$ cat src/rtl/i3c_data_frombus_sys_pkg.sv
// Shared types and constants for the I3C slave system-side receive FIFO.
// Holds the trigger-level codes, FSM state encoding and FIFO entry layout.
package i3c_data_frombus_sys_pkg;

    localparam logic [1:0] FB_TRIG_1    = 2'd0;
    localparam logic [1:0] FB_TRIG_QTR  = 2'd1;
    localparam logic [1:0] FB_TRIG_HALF = 2'd2;
    localparam logic [1:0] FB_TRIG_3QTR = 2'd3;

    typedef enum logic {
        FB_ST_ACCEPT  = 1'b0,
        FB_ST_DISCARD = 1'b1
    } fb_state_e;

    localparam int FB_ENTRY_W = 9;

    typedef struct packed {
        logic       last;
        logic [7:0] data;
    } fb_entry_t;

    // Occupancy level that raises int_rx; the quarter level never drops below one entry.
    function automatic int fb_trig_thr(input logic [1:0] trig, input int depth);
        int thr;
        thr = 1;
        case (trig)
            FB_TRIG_1:    thr = 1;
            FB_TRIG_QTR:  thr = (depth / 4 < 1) ? 1 : depth / 4;
            FB_TRIG_HALF: thr = depth / 2;
            FB_TRIG_3QTR: thr = (3 * depth) / 4;
            default:      thr = 1;
        endcase
        return thr;
    endfunction

endpackage

$ cat src/rtl/i3c_data_frombus_sys_fifo_mem.sv
// Register-array FIFO storage: one synchronous write port, one asynchronous read port,
// plus a dedicated port that forces the end bit of an existing entry to 1.
module i3c_fifo_mem_1w1r #(
    parameter int WIDTH = 9,
    parameter int BITS  = 3
) (
    input  logic             CLK,
    input  logic             we,
    input  logic [BITS-1:0]  waddr,
    input  logic [WIDTH-1:0] wdata,
    input  logic [BITS-1:0]  raddr,
    output logic [WIDTH-1:0] rdata,
    input  logic             tag_we,
    input  logic [BITS-1:0]  tag_addr,
    output logic             tag_rd
);

    localparam int DEPTH = 1 << BITS;

    logic [WIDTH-1:0] mem_q [DEPTH];

    // Contents are intentionally not reset; the pointers define what is valid.
    always_ff @(posedge CLK) begin
        if (we) begin
            mem_q[waddr] <= wdata;
        end
        if (tag_we) begin
            mem_q[tag_addr][WIDTH-1] <= 1'b1;
        end
    end

    assign rdata  = mem_q[raddr];
    assign tag_rd = mem_q[tag_addr][WIDTH-1];

endmodule

$ cat src/rtl/i3c_data_frombus_sys.sv
// System-side receive FIFO for I3C write data: stores {end,data} bytes from the SDR engine,
// serves them through a ready/ack handshake and tracks counts, trigger interrupt and overrun.
module i3c_data_frombus_sys
    import i3c_data_frombus_sys_pkg::*;
#(
    parameter int FIFO_BITS = 3,
    parameter bit ACK_COMB  = 1'b0
) (
    input  logic       CLK,
    input  logic       RSTn,
    input  logic       fb_valid,
    input  logic [7:0] fb_datab,
    input  logic       fb_end,
    input  logic       rx_flush,
    output logic       avail_fb_ready,
    output logic [7:0] avail_fb_data,
    output logic       avail_fb_end,
    input  logic       avail_fb_ack,
    output logic [4:0] avail_byte_cnt,
    output logic [4:0] avail_msg_cnt,
    input  logic [1:0] rx_trig,
    output logic       int_rx,
    output logic       set_fb_orun,
    input  logic       clear_fb_orun
);

    localparam int DEPTH = 1 << FIFO_BITS;
    localparam int CW    = FIFO_BITS + 1;

    logic [FIFO_BITS-1:0] wptr_q, wptr_d;
    logic [FIFO_BITS-1:0] rptr_q, rptr_d;
    logic [FIFO_BITS-1:0] wprev;
    logic [CW-1:0]        count_q, count_d;
    logic [CW-1:0]        msg_q, msg_d;
    logic [CW-1:0]        thr;
    fb_state_e            state_q, state_d;
    logic                 orun_q, orun_d;

    fb_entry_t head;
    logic      tail_last;
    logic      ready, full, pop, accepting, push_ok, overrun, retag;

    assign ready = (count_q != '0);
    assign full  = (count_q == CW'(DEPTH));

    // ready depends only on registers, so an external requester may drive ack
    // combinationally from it; the pop decode is the same in both modes.
    generate
        if (ACK_COMB) begin : g_ack_comb
            assign pop = ready & avail_fb_ack;
        end else begin : g_ack_reg
            assign pop = ready & avail_fb_ack;
        end
    endgenerate

    assign accepting = fb_valid & (state_q == FB_ST_ACCEPT) & ~rx_flush;
    assign push_ok   = accepting & (~full | pop);
    assign overrun   = accepting & full & ~pop;
    assign retag     = overrun & ~tail_last;
    assign wprev     = wptr_q - FIFO_BITS'(1);

    i3c_fifo_mem_1w1r #(
        .WIDTH (FB_ENTRY_W),
        .BITS  (FIFO_BITS)
    ) u_mem (
        .CLK      (CLK),
        .we       (push_ok),
        .waddr    (wptr_q),
        .wdata    ({fb_end, fb_datab}),
        .raddr    (rptr_q),
        .rdata    (head),
        .tag_we   (overrun),
        .tag_addr (wprev),
        .tag_rd   (tail_last)
    );

    always_comb begin
        wptr_d  = wptr_q;
        rptr_d  = rptr_q;
        count_d = count_q;
        msg_d   = msg_q;
        state_d = state_q;
        if (rx_flush) begin
            wptr_d  = '0;
            rptr_d  = '0;
            count_d = '0;
            msg_d   = '0;
            state_d = FB_ST_ACCEPT;
        end else begin
            if (push_ok) begin
                wptr_d = wptr_q + FIFO_BITS'(1);
            end
            if (pop) begin
                rptr_d = rptr_q + FIFO_BITS'(1);
            end
            case ({push_ok, pop})
                2'b10:   count_d = count_q + CW'(1);
                2'b01:   count_d = count_q - CW'(1);
                default: count_d = count_q;
            endcase
            // An overrun closes the stored message early, so it counts as a new end tag.
            msg_d = msg_q + CW'(push_ok & fb_end) + CW'(retag) - CW'(pop & head.last);
            case (state_q)
                FB_ST_ACCEPT: begin
                    if (overrun && !fb_end) begin
                        state_d = FB_ST_DISCARD;
                    end
                end
                FB_ST_DISCARD: begin
                    if (fb_valid && fb_end) begin
                        state_d = FB_ST_ACCEPT;
                    end
                end
                default: state_d = FB_ST_ACCEPT;
            endcase
        end
        if (overrun) begin
            orun_d = 1'b1;
        end else if (clear_fb_orun) begin
            orun_d = 1'b0;
        end else begin
            orun_d = orun_q;
        end
    end

    always_ff @(posedge CLK) begin
        if (!RSTn) begin
            wptr_q  <= '0;
            rptr_q  <= '0;
            count_q <= '0;
            msg_q   <= '0;
            state_q <= FB_ST_ACCEPT;
            orun_q  <= 1'b0;
        end else begin
            wptr_q  <= wptr_d;
            rptr_q  <= rptr_d;
            count_q <= count_d;
            msg_q   <= msg_d;
            state_q <= state_d;
            orun_q  <= orun_d;
        end
    end

    assign thr = CW'(fb_trig_thr(rx_trig, DEPTH));

    // Head fields are gated so stale memory never shows while the FIFO is empty.
    assign avail_fb_ready = ready;
    assign avail_fb_data  = ready ? head.data : 8'h00;
    assign avail_fb_end   = ready & head.last;
    assign avail_byte_cnt = 5'(count_q);
    assign avail_msg_cnt  = 5'(msg_q);
    assign int_rx         = (count_q >= thr) | (msg_q != '0);
    assign set_fb_orun    = orun_q;

endmodule

$ cat config.mk
export PLATFORM = sky130hd
export DESIGN_NAME = i3c_data_frombus_sys
export DESIGN_NICKNAME = d
export VERILOG_FILES = /design/src/rtl/i3c_data_frombus_sys_pkg.sv /design/src/rtl/i3c_data_frombus_sys_fifo_mem.sv /design/src/rtl/i3c_data_frombus_sys.sv
export SDC_FILE = /design/constraint.sdc
export NUM_CORES = 1
export LEC_CHECK = 0
export ABC_AREA = 0
export BUFFER_PORTS_ARGS = -buffer_cell sky130_fd_sc_hd__buf_4
export CAP_MARGIN = 10
export CORE_ASPECT_RATIO = 1.5
export CORE_MARGIN = 3
export CORE_UTILIZATION = 40
export CTS_BUF_LIST = sky130_fd_sc_hd__clkbuf_4 sky130_fd_sc_hd__clkbuf_8
export DETAILED_ROUTE_END_ITERATION = 7
export PLACE_DENSITY = 0.65
export SLEW_MARGIN = 20
export SYNTH_ARGS = -nofsm -noshare
export SYNTH_HDL_FRONTEND = slang
export SYNTH_HIERARCHICAL = 1
export SYNTH_SLANG_ARGS = --single-unit
$ cat constraint.sdc
create_clock -name CLK -period 5 [get_ports CLK]
set_clock_uncertainty 0.05 [all_clocks]
set_input_delay 0.75 -clock CLK [delete_from_list [all_inputs] [get_ports CLK]]
set_output_delay 0.75 -clock CLK [all_outputs]
set_load 0.02 [all_outputs]
==> reports/qor.csv <==
stage,metric,value,unit
logic_synthesis,ys_ff_latch,88,
sta,finalHoldViolCount,0,
logic_synthesis,yosys.cell_types.count,57,
logic_synthesis,synth_edf_count,64,
sta,fin_ws,1.06,ns
sta,setup_total_negative_slack,0,ns
clock_tree,cts_setup_buffers,0,
hold_path,timing.hold.worst.class,register to register,
clock_tree,cts-resized-gates,0,
place,place_hpwl,5.67,mm
floorplanning,std_cell_rows,45,
flow_run,drv_cap,0,
sta,finalWorstPathRequiredPeriod,3.94,ns
logic_synthesis,post_syn_area,0.00429,mm²
worst_setup_path,critical_path.max_fanout,11,
worst_setup_path,crit_arrival,4.15,ns
clock_tree,clk-insertion-delay-late,0.35,ns
grt,globalRouteOverflowTotal,0,
grt,grt_pass1_vias,2623,
route,dr.pass1.iters,4,
logic_synthesis,synthesis.yosys.warnings,6,
sta,timing.final.crit_share,0.788,
cells_and_area,synthesis_to_layout_area_growth,13.6,%
route,post_drt_via_cell_ratio,5.33,
route,routed-via-count,2559,
place,gpl.final_weighted_congestion,0.797,
clock_tree,numCtsBuffers,9,
sta,timing.final.setup_violations,0,
sta,max_freq,254,MHz
grt,grt_overall_usage,0.145,
status,outcome,finished clean,
floorplanning,ioPinCount,39,
floorplanning,x_dimension_of_the_die,90.6,µm
pwr,ir_drop,164,µV
sta,grt_setup_unrepaired,false,
clock_tree,clock_sinks,88,
logic_synthesis,synth_area_per_cell,14.5,µm²
cells_and_area,multi_input_comb_area,0.00173,mm²
floorplanning,start_util,0.417,
sta,drv_slew,0,
route,drcViolationCount,0,
floorplanning,core-area,0.0103,mm²
cells_and_area,regArea,0.00240,mm²
grt,antenna_found_initial,0,
clock_tree,holdBufCountCts,0,
logic_synthesis,ys.flop_type,edfxtp_1,
grt,wire_length_of_the_first_global_routing_pass,13.6,mm
route,drt-initial-drc-count,144,
clock_tree,cts_tree,done,
cells_and_area,drive_above_1_share,0.236,
sta,worst_slew_pin_slew,0.952,ns
worst_setup_path,crit_required,5.21,ns
logic_synthesis,sequential_cell_area_fraction_in_the_yosys_report,0.560,
route,wl_per_cell,17.3,µm
cells_and_area,design.final.nets,366,
route,wirelength,8.32,mm
floorplanning,design.die.area,0.0120,mm²
logic_synthesis,synthCells,297,
clock_tree,htree_num_levels,3,
sta,slew_headroom,0.363,
grt,grt_max_degree,20,
sta,hold_ws,0.446,ns
worst_setup_path,r2r_slack,1.06,ns
pwr,pwr_density_cell,323,mW/mm²
worst_setup_path,setup.worst_path.class,register to register,
cells_and_area,antenna_cells_inserted,0,
route,final_antenna_net_count,0,
pwr,p_leak,1.79,nW
worst_setup_path,end_kind,register,
floorplanning,chipHeight,133,µm
place,dp_slack,1.05,ns
clock_tree,ctsLongestPathBuffers,2,
clock_tree,clk_pin_slew,0.09,ns
logic_synthesis,synthArstFlopShare,0,
cells_and_area,fillCellCount,914,
place,port_buffers,36,
clock_tree,ctsRootBufferMaster,clkbuf_8,
worst_setup_path,worst_setup_path_start_kind,register,
-- cell families after synthesis --
family                   count (synthesis)  share of synthesized area
AND/OR/NAND/NOR                         78                      0.109
flip-flops                              88                      0.560
XOR/XNOR                                 7                     0.0143
AO/OA/AOI/OAI                           34                     0.0589
adder cells (fa/ha/maj)                 15                     0.0490
buffers and inverters                   35                     0.0408
other                                    1                   0.000874
multiplexers                            39                      0.168
-- placed cells by master (no fill, tap or decap), types with 2 or more instances in the layout --
| cell | instances |
|---|---|
| edfxtp_1 | 64 |
| buf_4 | 39 |
| dfxtp_1 | 24 |
| inv_1 | 21 |
| mux4_1 | 18 |
| nor2_1 | 14 |
| nand2_1 | 13 |
| ha_1 | 12 |
| and2_1 | 10 |
| mux2_2 | 10 |
| mux2i_1 | 9 |
| clkbuf_8 | 9 |
| nand2b_1 | 7 |
| o21ai_0 | 7 |
| nand3_1 | 6 |
| xor2_1 | 5 |
| nand4b_1 | 4 |
| a21oi_1 | 4 |
| nor2b_1 | 3 |
| and3_1 | 3 |
| fa_1 | 3 |
| inv_6 | 3 |
| and4bb_2 | 3 |
| or3_1 | 2 |
| a21oi_2 | 2 |
| or2_1 | 2 |
| a21boi_0 | 2 |
| o211ai_1 | 2 |
| a211o_1 | 2 |
| a31oi_1 | 2 |
| xnor2_1 | 2 |
| o21a_1 | 2 |
| conb_1 | 2 |
| clkinvlp_4 | 2 |
| o31ai_1 | 2 |
| mux4_2 | 2 |
-- metal layers --
layer	up-vias	share of wire	GRT usage
li1	1211	-	-
met1	1286	0.43	0.176
met4	0	0.012	0.0443
met2	53	0.53	0.257
met5	-	0	0
met3	9	0.030	0.0284
-- synth_stat cells, types with 3 or more instances --
cell | number | area share
a21oi_1 | 4 | 0.0047
and2_1 | 10 | 0.015
and3_1 | 3 | 0.0044
and4bb_2 | 3 | 0.0087
buf_2 | 4 | 0.0047
clkbuf_1 | 4 | 0.0035
dfxtp_1 | 24 | 0.11
edfxtp_1 | 64 | 0.45
fa_1 | 3 | 0.014
ha_1 | 12 | 0.035
inv_1 | 21 | 0.018
mux2_2 | 10 | 0.026
mux2i_1 | 9 | 0.021
mux4_1 | 18 | 0.11
nand2_1 | 13 | 0.011
nand2b_1 | 7 | 0.010
nand3_1 | 6 | 0.0070
nand4b_1 | 4 | 0.0082
nor2_1 | 14 | 0.012
nor2b_1 | 3 | 0.0044
o21ai_0 | 7 | 0.0082
xor2_1 | 5 | 0.010
-- flip-flops by register name, summed over array words and instances (netlist names) --
signal	count
msg_q	4
rptr_q	3
count_q	4
u_mem/mem_q	72
wptr_q	3
set_fb_orun	1
state_q	1
-- report_power, final --
part           internal (mW)  total (mW)  switching, mW
sequential             0.798       0.818         0.0204
combinational          0.120       0.263          0.143
clock                  0.235       0.496          0.261
total                   1.15        1.58          0.424
-- per-stage QoR --
stage	total power, mW	utilization	std cells	area, µm²
final	1.58	0.473	480	4880
after global routing	1.65	0.473	480	4880
after CTS	1.59	0.473	480	4880
after detailed placement	1.10	0.454	464	4680
after global placement	1.10	0.454	464	4680
after floorplan	1.01	-	298	4300
-- critical path, cell delays in order, from the launching register on --
cell and delay (ns):
dfxtp_1 0.53, inv_1 0.18, ha_1 0.24, xor2_1 0.45, mux4_2 0.57, mux2_2 0.27, or2_1 0.23, ha_1 0.29
fa_1 0.41, inv_1 0.08, fa_1 0.39, and2_1 0.14
-- worst paths after layout --
check / from / end / cells after the start
max: wptr_q[0] / msg_q[1] / 11
min: set_fb_orun / set_fb_orun / 2
max reg2reg: wptr_q[0] / msg_q[1] / 11
min reg2reg: set_fb_orun / set_fb_orun / 2
-- final cells by class --
| type | instances | area share |
|---|---|---|
| Sequential cell | 88 | 0.493 |
| Timing Repair Buffer | 39 | 0.0600 |
| Clock inverter | 7 | 0.0157 |
| Multi-Input combinational cell | 175 | 0.354 |
| Inverter | 21 | 0.0162 |
| Tap cell | 141 | 0.0362 |
| Clock buffer | 9 | 0.0254 |
No activity file was read; power rests on OpenSTA's default activity.
